===== config.mk =====
export PLATFORM = sky130hd
export DESIGN_NAME = imem_boot_loader
export DESIGN_NICKNAME = d
export VERILOG_FILES = /design/src/rtl/imem_boot_loader.sv
export SDC_FILE = /design/constraint.sdc
export NUM_CORES = 1
export LEC_CHECK = 0
export BUFFER_PORTS_ARGS = -buffer_cell sky130_fd_sc_hd__buf_2
export CELL_PAD_IN_SITES_DETAIL_PLACEMENT = 0
export CELL_PAD_IN_SITES_GLOBAL_PLACEMENT = 1
export CORE_ASPECT_RATIO = 1.75
export CORE_MARGIN = 4
export CORE_UTILIZATION = 48
export DETAILED_ROUTE_END_ITERATION = 7
export PLACE_DENSITY = 0.85
export SLEW_MARGIN = 20
export SYNTH_ARGS = -nofsm -noshare
export SYNTH_HDL_FRONTEND = slang
export SYNTH_SLANG_ARGS = --single-unit

===== constraint.sdc =====
create_clock -name clk_i -period 5.5 [get_ports clk_i]
set_input_delay 1.375 -clock clk_i [delete_from_list [all_inputs] [get_ports clk_i]]
set_output_delay 1.375 -clock clk_i [all_outputs]
set_load 0.01 [all_outputs]

===== src/rtl/imem_boot_loader.sv =====
// Boot loader: assembles a byte stream into 32-bit words, writes instruction memory, then releases the CPU.
// Optional trailing XOR checksum byte is enabled with `define IMEM_BOOT_LOADER_CHECKSUM_EN.
module imem_boot_loader #(
    parameter int unsigned MEM_DEPTH = 256,
    parameter int unsigned ADDR_W    = 8
) (
    input  logic              clk_i,
    input  logic              rst_i,
    input  logic              load_req_i,
    input  logic              byte_valid_i,
    input  logic [7:0]        byte_data_i,
    output logic              byte_ready_o,
    output logic              imem_we_o,
    output logic [ADDR_W-1:0] imem_addr_o,
    output logic [31:0]       imem_wdata_o,
    output logic              cpu_rst_o,
    output logic              cpu_start_o,
    output logic              busy_o,
    output logic              done_o,
    output logic              err_o,
    output logic [15:0]       word_cnt_o
);

    typedef enum logic [2:0] {
        S_IDLE,
        S_HDR0,
        S_HDR1,
        S_DATA,
`ifdef IMEM_BOOT_LOADER_CHECKSUM_EN
        S_CSUM,
`endif
        S_DONE,
        S_ERR
    } state_e;

    state_e            state_q;
    logic [7:0]        n_lo_q;
    logic [15:0]       n_q;
    logic [23:0]       asm_q;
    logic [1:0]        bcnt_q;
    logic [15:0]       word_cnt_q;
    logic              we_q;
    logic [ADDR_W-1:0] addr_q;
    logic [31:0]       wdata_q;
    logic              ready_q;
    logic              busy_q;
    logic              done_q;
    logic              err_q;
    logic              cpu_rst_q;
    logic              cpu_start_q;
`ifdef IMEM_BOOT_LOADER_CHECKSUM_EN
    logic [7:0]        xor_q;
`endif

    logic        accept;
    logic [15:0] hdr_n;
    logic        last_word;

    assign accept    = byte_valid_i & ready_q;
    assign hdr_n     = {byte_data_i, n_lo_q};
    assign last_word = ((word_cnt_q + 16'd1) == n_q);

    // State machine with every output registered alongside the state transition.
    always_ff @(posedge clk_i or negedge rst_i) begin
        if (!rst_i) begin
            state_q     <= S_IDLE;
            n_lo_q      <= 8'd0;
            n_q         <= 16'd0;
            asm_q       <= 24'd0;
            bcnt_q      <= 2'd0;
            word_cnt_q  <= 16'd0;
            we_q        <= 1'b0;
            addr_q      <= '0;
            wdata_q     <= 32'd0;
            ready_q     <= 1'b0;
            busy_q      <= 1'b0;
            done_q      <= 1'b0;
            err_q       <= 1'b0;
            cpu_rst_q   <= 1'b0;
            cpu_start_q <= 1'b0;
`ifdef IMEM_BOOT_LOADER_CHECKSUM_EN
            xor_q       <= 8'd0;
`endif
        end else begin
            we_q <= 1'b0;
            case (state_q)
                S_IDLE, S_DONE, S_ERR: begin
                    if (load_req_i) begin
                        state_q     <= S_HDR0;
                        ready_q     <= 1'b1;
                        busy_q      <= 1'b1;
                        done_q      <= 1'b0;
                        err_q       <= 1'b0;
                        word_cnt_q  <= 16'd0;
                        bcnt_q      <= 2'd0;
                        cpu_rst_q   <= 1'b0;
                        cpu_start_q <= 1'b0;
`ifdef IMEM_BOOT_LOADER_CHECKSUM_EN
                        xor_q       <= 8'd0;
`endif
                    end
                end
                S_HDR0: begin
                    if (accept) begin
                        n_lo_q  <= byte_data_i;
                        state_q <= S_HDR1;
                    end
                end
                S_HDR1: begin
                    if (accept) begin
                        n_q <= hdr_n;
                        if (17'(hdr_n) > 17'(MEM_DEPTH)) begin
                            state_q <= S_ERR;
                            ready_q <= 1'b0;
                            busy_q  <= 1'b0;
                            err_q   <= 1'b1;
                        end else if (hdr_n == 16'd0) begin
`ifdef IMEM_BOOT_LOADER_CHECKSUM_EN
                            state_q     <= S_CSUM;
`else
                            state_q     <= S_DONE;
                            ready_q     <= 1'b0;
                            busy_q      <= 1'b0;
                            done_q      <= 1'b1;
                            cpu_rst_q   <= 1'b1;
                            cpu_start_q <= 1'b1;
`endif
                        end else begin
                            state_q <= S_DATA;
                        end
                    end
                end
                S_DATA: begin
                    if (accept) begin
                        bcnt_q <= bcnt_q + 2'd1;
                        asm_q  <= {byte_data_i, asm_q[23:8]};
`ifdef IMEM_BOOT_LOADER_CHECKSUM_EN
                        xor_q  <= xor_q ^ byte_data_i;
`endif
                        if (bcnt_q == 2'd3) begin
                            we_q       <= 1'b1;
                            addr_q     <= ADDR_W'(word_cnt_q);
                            wdata_q    <= {byte_data_i, asm_q};
                            word_cnt_q <= word_cnt_q + 16'd1;
                            if (last_word) begin
`ifdef IMEM_BOOT_LOADER_CHECKSUM_EN
                                state_q     <= S_CSUM;
`else
                                state_q     <= S_DONE;
                                ready_q     <= 1'b0;
                                busy_q      <= 1'b0;
                                done_q      <= 1'b1;
                                cpu_rst_q   <= 1'b1;
                                cpu_start_q <= 1'b1;
`endif
                            end
                        end
                    end
                end
`ifdef IMEM_BOOT_LOADER_CHECKSUM_EN
                S_CSUM: begin
                    if (accept) begin
                        ready_q <= 1'b0;
                        busy_q  <= 1'b0;
                        if (byte_data_i == xor_q) begin
                            state_q     <= S_DONE;
                            done_q      <= 1'b1;
                            cpu_rst_q   <= 1'b1;
                            cpu_start_q <= 1'b1;
                        end else begin
                            state_q <= S_ERR;
                            err_q   <= 1'b1;
                        end
                    end
                end
`endif
                default: begin
                    state_q <= S_IDLE;
                    ready_q <= 1'b0;
                    busy_q  <= 1'b0;
                end
            endcase
        end
    end

    assign byte_ready_o = ready_q;
    assign imem_we_o    = we_q;
    assign imem_addr_o  = addr_q;
    assign imem_wdata_o = wdata_q;
    assign cpu_rst_o    = cpu_rst_q;
    assign cpu_start_o  = cpu_start_q;
    assign busy_o       = busy_q;
    assign done_o       = done_q;
    assign err_o        = err_q;
    assign word_cnt_o   = word_cnt_q;

endmodule

# Yosys cells after proc, flatten, opt, wreduce, memory -nomap -nowiden
# Cells that the tools add are included.
# classes
eq_ne	17
bitwise_logic	2
magnitude_cmp	1
add_sub_neg	2
n_reduce_logical	16
muxes	38
# ops
operator	n
16-bit two-way mux	3
16-bit one-hot mux with 2 select lines	1
3-bit two-way mux	8
1-bit two-way mux	19
2-bit inequality test, second input constant	9
16-bit by 1-bit adder with 16-bit output, second input constant	1
16-bit equality test	1
16-bit by 9-bit greater-than comparator with 1-bit output, second input constant	1
16-bit logical NOT	1
3-bit one-hot mux with 4 select lines	1
4-bit AND reduction	2
8-bit AND reduction	1
7-bit AND reduction	1
3-bit by 2-bit equality test with 1-bit output, second input constant	2
3-bit equality test, second input constant	2
2-bit AND reduction	3
3-bit AND reduction	2
6-bit AND reduction	1
2-bit two-way mux	2
1-bit one-hot mux with 4 select lines	1
2-bit one-hot mux with 2 select lines	1
2-bit nonzero test	2
3-bit by 1-bit equality test with 1-bit output, second input constant	1
3-bit logical NOT	1
9 further kinds	9
# totals
reg_bits	113
out_inout_bits	63

# Depth between registers and ports, before layout
# Gate-level depths: netlist of the first run.
# depth
word_depth	6
mapped_depth	9
ltp_nobuf	8

# Worst setup path before layout of the first run
# Ideal clock, no wire load.
# synth_path
kind	input -> register
from	input port byte_valid_i
to	register n_lo_q[0]
setup_ns	0.125
arrival_ns	2.820
t_required_ns	5.375
path_slack_ns	2.555
path_buffers	1
cell_stages	7
cell_sequence	nand2_1 -> o21bai_1 -> a22oi_1 -> o32a_1 -> and3_1 -> clkbuf_1 -> mux2_2
# synth_between
elab_chain_cells	2
# synth_lines
element	line_no	rtl
from (decl)	10	input logic byte_valid_i,
1-bit AND	59	assign accept = byte_valid_i & ready_q;
2-bit AND reduction (no line)	-	
to (signal assigned)	105	n_lo_q <= byte_data_i;
to (decl)	37	logic [7:0] n_lo_q;
# Every way passes these cells.
# A chain may end at the register's enable or synchronous reset.

# Final worst setup path of the first run
# layout_path
from	input port byte_valid_i
to	register word_cnt_q[3] (netlist: word_cnt_o[3])
# layout_between
elab_chain_cells	3
# layout_lines
element	line_no	rtl
1-bit AND	59	
2-bit inequality test (no line)	-	
4-bit AND reduction (no line)	-	
to (signal assigned)	144	word_cnt_q <= word_cnt_q + 16'd1;
to (decl)	41	logic [15:0] word_cnt_q;
# Every way passes these cells.

==> results of run 1 <==
[power by group]
group	total, mW	internal (mW)	switching, mW
logic	0.637	0.342	0.295
registers	1.23	1.05	0.181
clock network	1.26	0.886	0.373
[Yosys cell counts, types with 5 or more instances]
cell,number,share of area [%]
nand2_1,143,10
dfrtp_1,113,54
mux2_2,49,11
o21ai_0,26,2.5
nor2_1,16,1.2
clkbuf_1,15,1.1
a21oi_1,12,1.2
xnor2_1,11,1.9
nand3_1,8,0.77
nand4_1,8,0.96
xor2_1,8,1.3
buf_2,7,0.67
buf_4,6,0.87
o31ai_1,6,0.87
a21o_1,5,0.72
nor4_1,5,0.60
[state kept, by name (all words and copies together), names as in the netlist]
name and count:
word_cnt_o 16, imem_addr_o 8, busy_o 1, err_o 1
bcnt_q 2, state_q 3, cpu_start_o 1, n_q 16
imem_we_o 1, asm_q 24, n_lo_q 8, imem_wdata_o 32
[worst paths after layout]
check                      cells after the start       startpoint               to  slack, ns
max                                           10     byte_valid_i    word_cnt_o[3]       2.45
min                                            2  imem_wdata_o[0]  imem_wdata_o[0]       0.47
max reg2reg                                    8    word_cnt_o[0]       state_q[1]       2.57
min reg2reg                                    2  imem_wdata_o[0]  imem_wdata_o[0]       0.47
max in group asynchronous                      2            rst_i    word_cnt_o[9]       3.60
min in group asynchronous                      1            rst_i        n_lo_q[2]       1.00
[area by class of cell]
type	count	area [sq um]
Fill cell	901	4318
Sequential cell	113	2828
Multi-Input combinational cell	357	2211
Clock buffer	23	478.0
Timing Repair Buffer	80	421.7
Clock inverter	9	201.4
Tap cell	130	162.7
Inverter	4	15.01
[kinds of logic after synthesis]
family,after synthesis
AOI/OAI and AO/OA,75
xor gates and xnor gates,19
adders and majority gates,2
buffers and inverters,36
DFF,113
muxes,49
and+or+nand+nor,212
[tightest hold or removal path: cells and delay by family, from the launching register on]
family | cells | cell delay, ns
flip-flops | 1 | 0.33
AND/OR/NAND/NOR | 2 | 0.11
[layer usage]
metal	vias to the layer above	global-route usage [%]	part of all wire, %
li1	1885	-	-
met1	2009	24.03	38
met2	124	37.00	55
met3	19	5.496	5.1
met4	0	7.878	1.9
met5	-	0	0
[cell usage in the layout, fill, tap and decap left out, drive strengths merged, types with 3 or more instances in the layout]
cell,netlist,routed
a21o,5,5
a21oi,13,13
a31oi,4,4
and3,4,4
buf,16,80
bufinv,0,6
clkbuf,16,23
clkinv,1,3
dfrtp,113,113
inv,3,3
mux2,49,49
nand2,143,143
nand3,9,9
nand4,9,9
nor2,16,16
nor2b,4,4
nor3,4,4
nor3b,3,3
nor4,7,7
o211ai,3,3
o21ai,26,26
o31ai,6,6
o41ai,3,3
xnor2,11,11
xor2,8,8
==> impl_metrics.env, run 1 <==
export IMPL_skew_ns=0.009675
export IMPL_instances_no_fill=716
export IMPL_drc=0
export IMPL_power_total_mw=3.127
export IMPL_cap_violations=0
export IMPL_place_area_sq_um=5634
export IMPL_dp_cells=684
export IMPL_dpl_hpwl_mm=8.501
export IMPL_yosysWarnings=0
export IMPL_cpMaxStageDelayCell="buf_4"
export IMPL_grt_usage_pct=21.06
export IMPL_hold_path_class="register to register"
export IMPL_synth_mux_area_fraction_pct=10.62
export IMPL_start_kind="primary input"
export IMPL_dieWidth_um=86.65
export IMPL_async_reset_ff_share_pct=100.0
export IMPL_antenna_cells=0
export IMPL_cts_num_sinks=113
export IMPL_portBuffers=74
export IMPL_drt_total_wl_mm=12.53
export IMPL_post_route_period_util_pct=55.37
export IMPL_synth_cell_types=54
export IMPL_clk_latency_ns=0.40
export IMPL_relSlewSlack_pct=51.87
export IMPL_fin_ws_ns=2.455
export IMPL_antenna_found_initial=0
export IMPL_clockBufferDepth=2
export IMPL_fin_crit_ns=3.045
export IMPL_initial_core_util_pct=48.86
export IMPL_clock_fmax_mhz=328.4
export IMPL_cts_hold_buf=0
export IMPL_yosys_area_share_simple_pct=18.85
export IMPL_cts_resized=0
export IMPL_cp_max_fo=51
export IMPL_die_h_um=145.6
export IMPL_fin_area_sq_um=6317
export IMPL_worst_slew_pin_transition_ns=0.7220
export IMPL_synth_xor_area_share_pct=3.203
export IMPL_final_util_pct=59.40
export IMPL_synth_compound_area_share_pct=9.198
export IMPL_drive_gt1_share_pct=28.84
export IMPL_p_per_area_nw_per_um2=495.0
export IMPL_dieArea_sq_um=12620
export IMPL_slew_viol_final=0
export IMPL_rsz0062_at_grt="no"
export IMPL_htreeDepth=4
export IMPL_synth_area_sq_um=5196
export IMPL_crit_buf_inv=4
export IMPL_final_antenna_net_count=0
export IMPL_p_leak_nw=3.157
export IMPL_ys_ff_latch=113
export IMPL_crit_required_ns=5.80
export IMPL_dr_first_iter_drc_count=151
export IMPL_tritoncts="done"
export IMPL_grt_pass1_vias=4078
export IMPL_yosysSeqAreaShare_pct=54.42
export IMPL_crit_path_max_incr_delay_ns=0.47
export IMPL_ios=75
export IMPL_synthAdderAreaFrac_pct=0.4816
export IMPL_synth_edf_count=0
export IMPL_syn_num_nets=520
export IMPL_fin_nets=587
export IMPL_status="complete, no violations"
export IMPL_clk_transition_reported_paths_ns=0.05
export IMPL_syn_inst=506
export IMPL_cp_arrival_ns=3.35
export IMPL_vias=4037
export IMPL_tns_ns=0
export IMPL_grt_pass1_wl_mm=20.65
export IMPL_coreArea_sq_um=10640
export IMPL_synth_top_family_by_area="simple AND/OR/NAND/NOR gates"
export IMPL_wl_per_cell_um=17.50
export IMPL_drt_first_pass_iters=5
export IMPL_finalSetupViolations=0
export IMPL_cpLargestDelayFamily="buffers and inverters"
export IMPL_path_cells="buf_2, nand2_1, nor2_2, buf_4, nand2_2, clkinv_1, buf_4, a21o_1, nand2_1, o31ai_1"
export IMPL_cts_made_buffers=17
export IMPL_ir_drop_uv=288.8
export IMPL_root_buffer="clkbuf_16"
export IMPL_final_hold_violation_count=0
export IMPL_gp_congestion=0.8921
export IMPL_holdWs_ns=0.4681
export IMPL_cp_end_kind="register"
export IMPL_cts_setup_buffers=0
export IMPL_rows=50
export IMPL_crit_type="primary input to register"
export IMPL_ys_flop_type="dfrtp_1"
export IMPL_syn_area_per_cell_sq_um=10.27
export IMPL_syn2layout_area_growth_pct=21.57
export IMPL_grt_start_max_net_pins=82
export IMPL_place_ws_ns=2.013
export IMPL_grt_overflow=0
export IMPL_avgViaCountPerCell=5.638
No activity file was read; power rests on OpenSTA's default activity.
==> run 2: changes to the inputs <==
- CORE_UTILIZATION: 48 -> 44
- PLACE_DENSITY: 0.85 -> 0.79
- clock period: 5.5 -> 3 ns (I/O delays scaled with it)
==> run 2 against run 1 <==
Effect of this change:
- clock skew is 0.0012 ns lower
- sequential power is 82% higher
- cell count is 2.2% higher
- wire length is 1.5% higher
- critical path type is now register to register
- utilization is 4.7 points lower
- largest power group is now registers
- cell area is 0.34% higher
- sequential cell count stayed put
==> impl_metrics.env, run 2 (synthesis gave the netlist of run 1 again) <==
export IMPL_fin_ws_ns=0.2995
export IMPL_rows=52
export IMPL_skew_ns=0.008510
export IMPL_syn2layout_area_growth_pct=21.98
export IMPL_clockBufferDepth=2
export IMPL_comb_power_share_pct=21.4
export IMPL_grt_overflow=0
export IMPL_status="complete, no violations"
export IMPL_p_int_mw=3.883
export IMPL_grt_pass1_vias=4120
export IMPL_power_share_switching_pct=28.86
export IMPL_largest_reg_flops=32
export IMPL_clock_fmax_mhz=370.3
export IMPL_gp_congestion=0.8911
export IMPL_clockPowerShare_pct=37.5
export IMPL_ios=75
export IMPL_cap_violations=0
export IMPL_drc=0
export IMPL_rsz0062_at_grt="no"
export IMPL_final_antenna_net_count=0
export IMPL_final_common_cell="nand2_1"
export IMPL_crit_required_ns=3.27
export IMPL_vias=3981
export IMPL_net_switching_power_mw=1.576
export IMPL_seq_power_share_pct=41.1
export IMPL_cts_setup_buffers=0
export IMPL_multi_input_area_sq_um=2211
export IMPL_crit_type="register to register"
export IMPL_p_per_area_nw_per_um2=861.2
export IMPL_grt_pass1_wl_mm=21.25
export IMPL_fin_nets=598
export IMPL_final_hold_violation_count=0
export IMPL_hold_path_class="primary input to asynchronous set/reset pin"
export IMPL_root_buffer="clkbuf_16"
export IMPL_worst_slew_pin_transition_ns=0.6832
export IMPL_dieWidth_um=90.15
export IMPL_htreeDepth=4
export IMPL_cts_hold_buf=0
export IMPL_antenna_cells=0
export IMPL_cp_max_fo=8
export IMPL_drive_gt1_share_pct=30.32
export IMPL_clk_transition_reported_paths_ns=0.06
export IMPL_grt_start_max_net_pins=91
export IMPL_start_kind="register"
export IMPL_tritoncts="done"
export IMPL_die_h_um=151.8
export IMPL_post_route_period_util_pct=90.02
export IMPL_grt_usage_pct=19.86
export IMPL_cp_arrival_ns=2.97
export IMPL_dieArea_sq_um=13680
export IMPL_slew_viol_final=0
export IMPL_fill_cells=1036
export IMPL_layout_common_cells="nand2_1 (142), dfrtp_1 (113), buf_2 (73)"
export IMPL_relSlewSlack_pct=54.45
export IMPL_final_util_pct=54.73
export IMPL_fin_area_sq_um=6339
export IMPL_r2r_cells=9
export IMPL_regArea_sq_um=2828
export IMPL_place_area_sq_um=5736
export IMPL_cts_num_sinks=113
export IMPL_wl_per_cell_um=17.37
export IMPL_antenna_found_initial=0
export IMPL_clk_latency_ns=0.41
export IMPL_dpl_hpwl_mm=8.691
export IMPL_coreArea_sq_um=11580
export IMPL_dr_first_iter_drc_count=122
export IMPL_tns_ns=0
export IMPL_cp_end_kind="register"
export IMPL_fin_crit_ns=2.700
export IMPL_avgViaCountPerCell=5.439
export IMPL_place_ws_ns=0.2707
export IMPL_drt_first_pass_iters=4
export IMPL_portBuffers=74
export IMPL_holdWs_ns=0.2432
export IMPL_initial_core_util_pct=44.87
export IMPL_ir_drop_uv=521.6
export IMPL_p_leak_nw=3.176
export IMPL_cts_made_buffers=17
export IMPL_drt_total_wl_mm=12.71
export IMPL_finalSetupViolations=0
export IMPL_cts_resized=0
[run 2: cell types whose count changed in the layout (fill, tap and decap cells not counted), moves of 2 or more]
cell        change
bufinv_16       -3
clkinvlp_4      +3
clkbuf_8        -2
buf_4          +11
inv_6           +3
[run 2: area by class of cell]
| class | instances | share of cell area [%] |
|---|---|---|
| Multi-Input combinational cell | 357 | 34.88 |
| Timing Repair Buffer | 91 | 8.093 |
| Sequential cell | 113 | 44.61 |
| Tap cell | 135 | 2.665 |
| Inverter | 4 | 0.2369 |
| Clock buffer | 20 | 7.047 |
| Clock inverter | 12 | 2.467 |
[run 2: final timing paths]
kind,from,to,slack (ns)
hold reg to reg,asm_q[5],imem_wdata_o[5],0.47
max in group asynchronous,rst_i,imem_wdata_o[30],1.98
hold / removal,rst_i,imem_wdata_o[8],0.24
setup reg to reg,word_cnt_o[1],state_q[1],0.30
min in group clk_i,asm_q[5],imem_wdata_o[5],0.47
setup / recovery,word_cnt_o[1],state_q[1],0.30
[run 2: stage by stage]
stage | total power [mW] | cells
2_1_floorplan | 3.070 | 506
3_3_place_gp | 3.384 | 700
3_5_place_dp | 3.436 | 700
4_1_cts | 5.510 | 732
5_1_grt | 5.765 | 732
6_report | 5.459 | 732
[run 2: power groups by stage]
| stage | clock network [mW] | logic, mW | registers [mW] |
|---|---|---|---|
| after floorplan | 0 | 0.883 | 2.19 |
| after global placement | 0 | 1.13 | 2.25 |
| after detailed placement | 0 | 1.17 | 2.27 |
| after CTS | 2.08 | 1.18 | 2.25 |
| after global routing | 2.17 | 1.29 | 2.30 |
| final | 2.04 | 1.17 | 2.24 |
[run 2: metal layers]
| layer | up-vias | share of wire (%) | GRT usage [%] |
|---|---|---|---|
| met5 | - | 0 | 0 |
| met4 | 0 | 2.0 | 9.202 |
| met3 | 22 | 3.4 | 4.101 |
| met2 | 107 | 54 | 36.77 |
| met1 | 1949 | 40 | 21.75 |
| li1 | 1903 | - | - |
[run 2: critical path, cell delays in order (launching register included)]
cell	delay (ns)
dfrtp_1	0.46
ha_1	0.23
buf_4	0.16
nand4_2	0.14
nor2_1	0.12
o21a_1	0.13
a2111oi_0	0.49
and4b_1	0.33
a21oi_2	0.09
or4_1	0.41
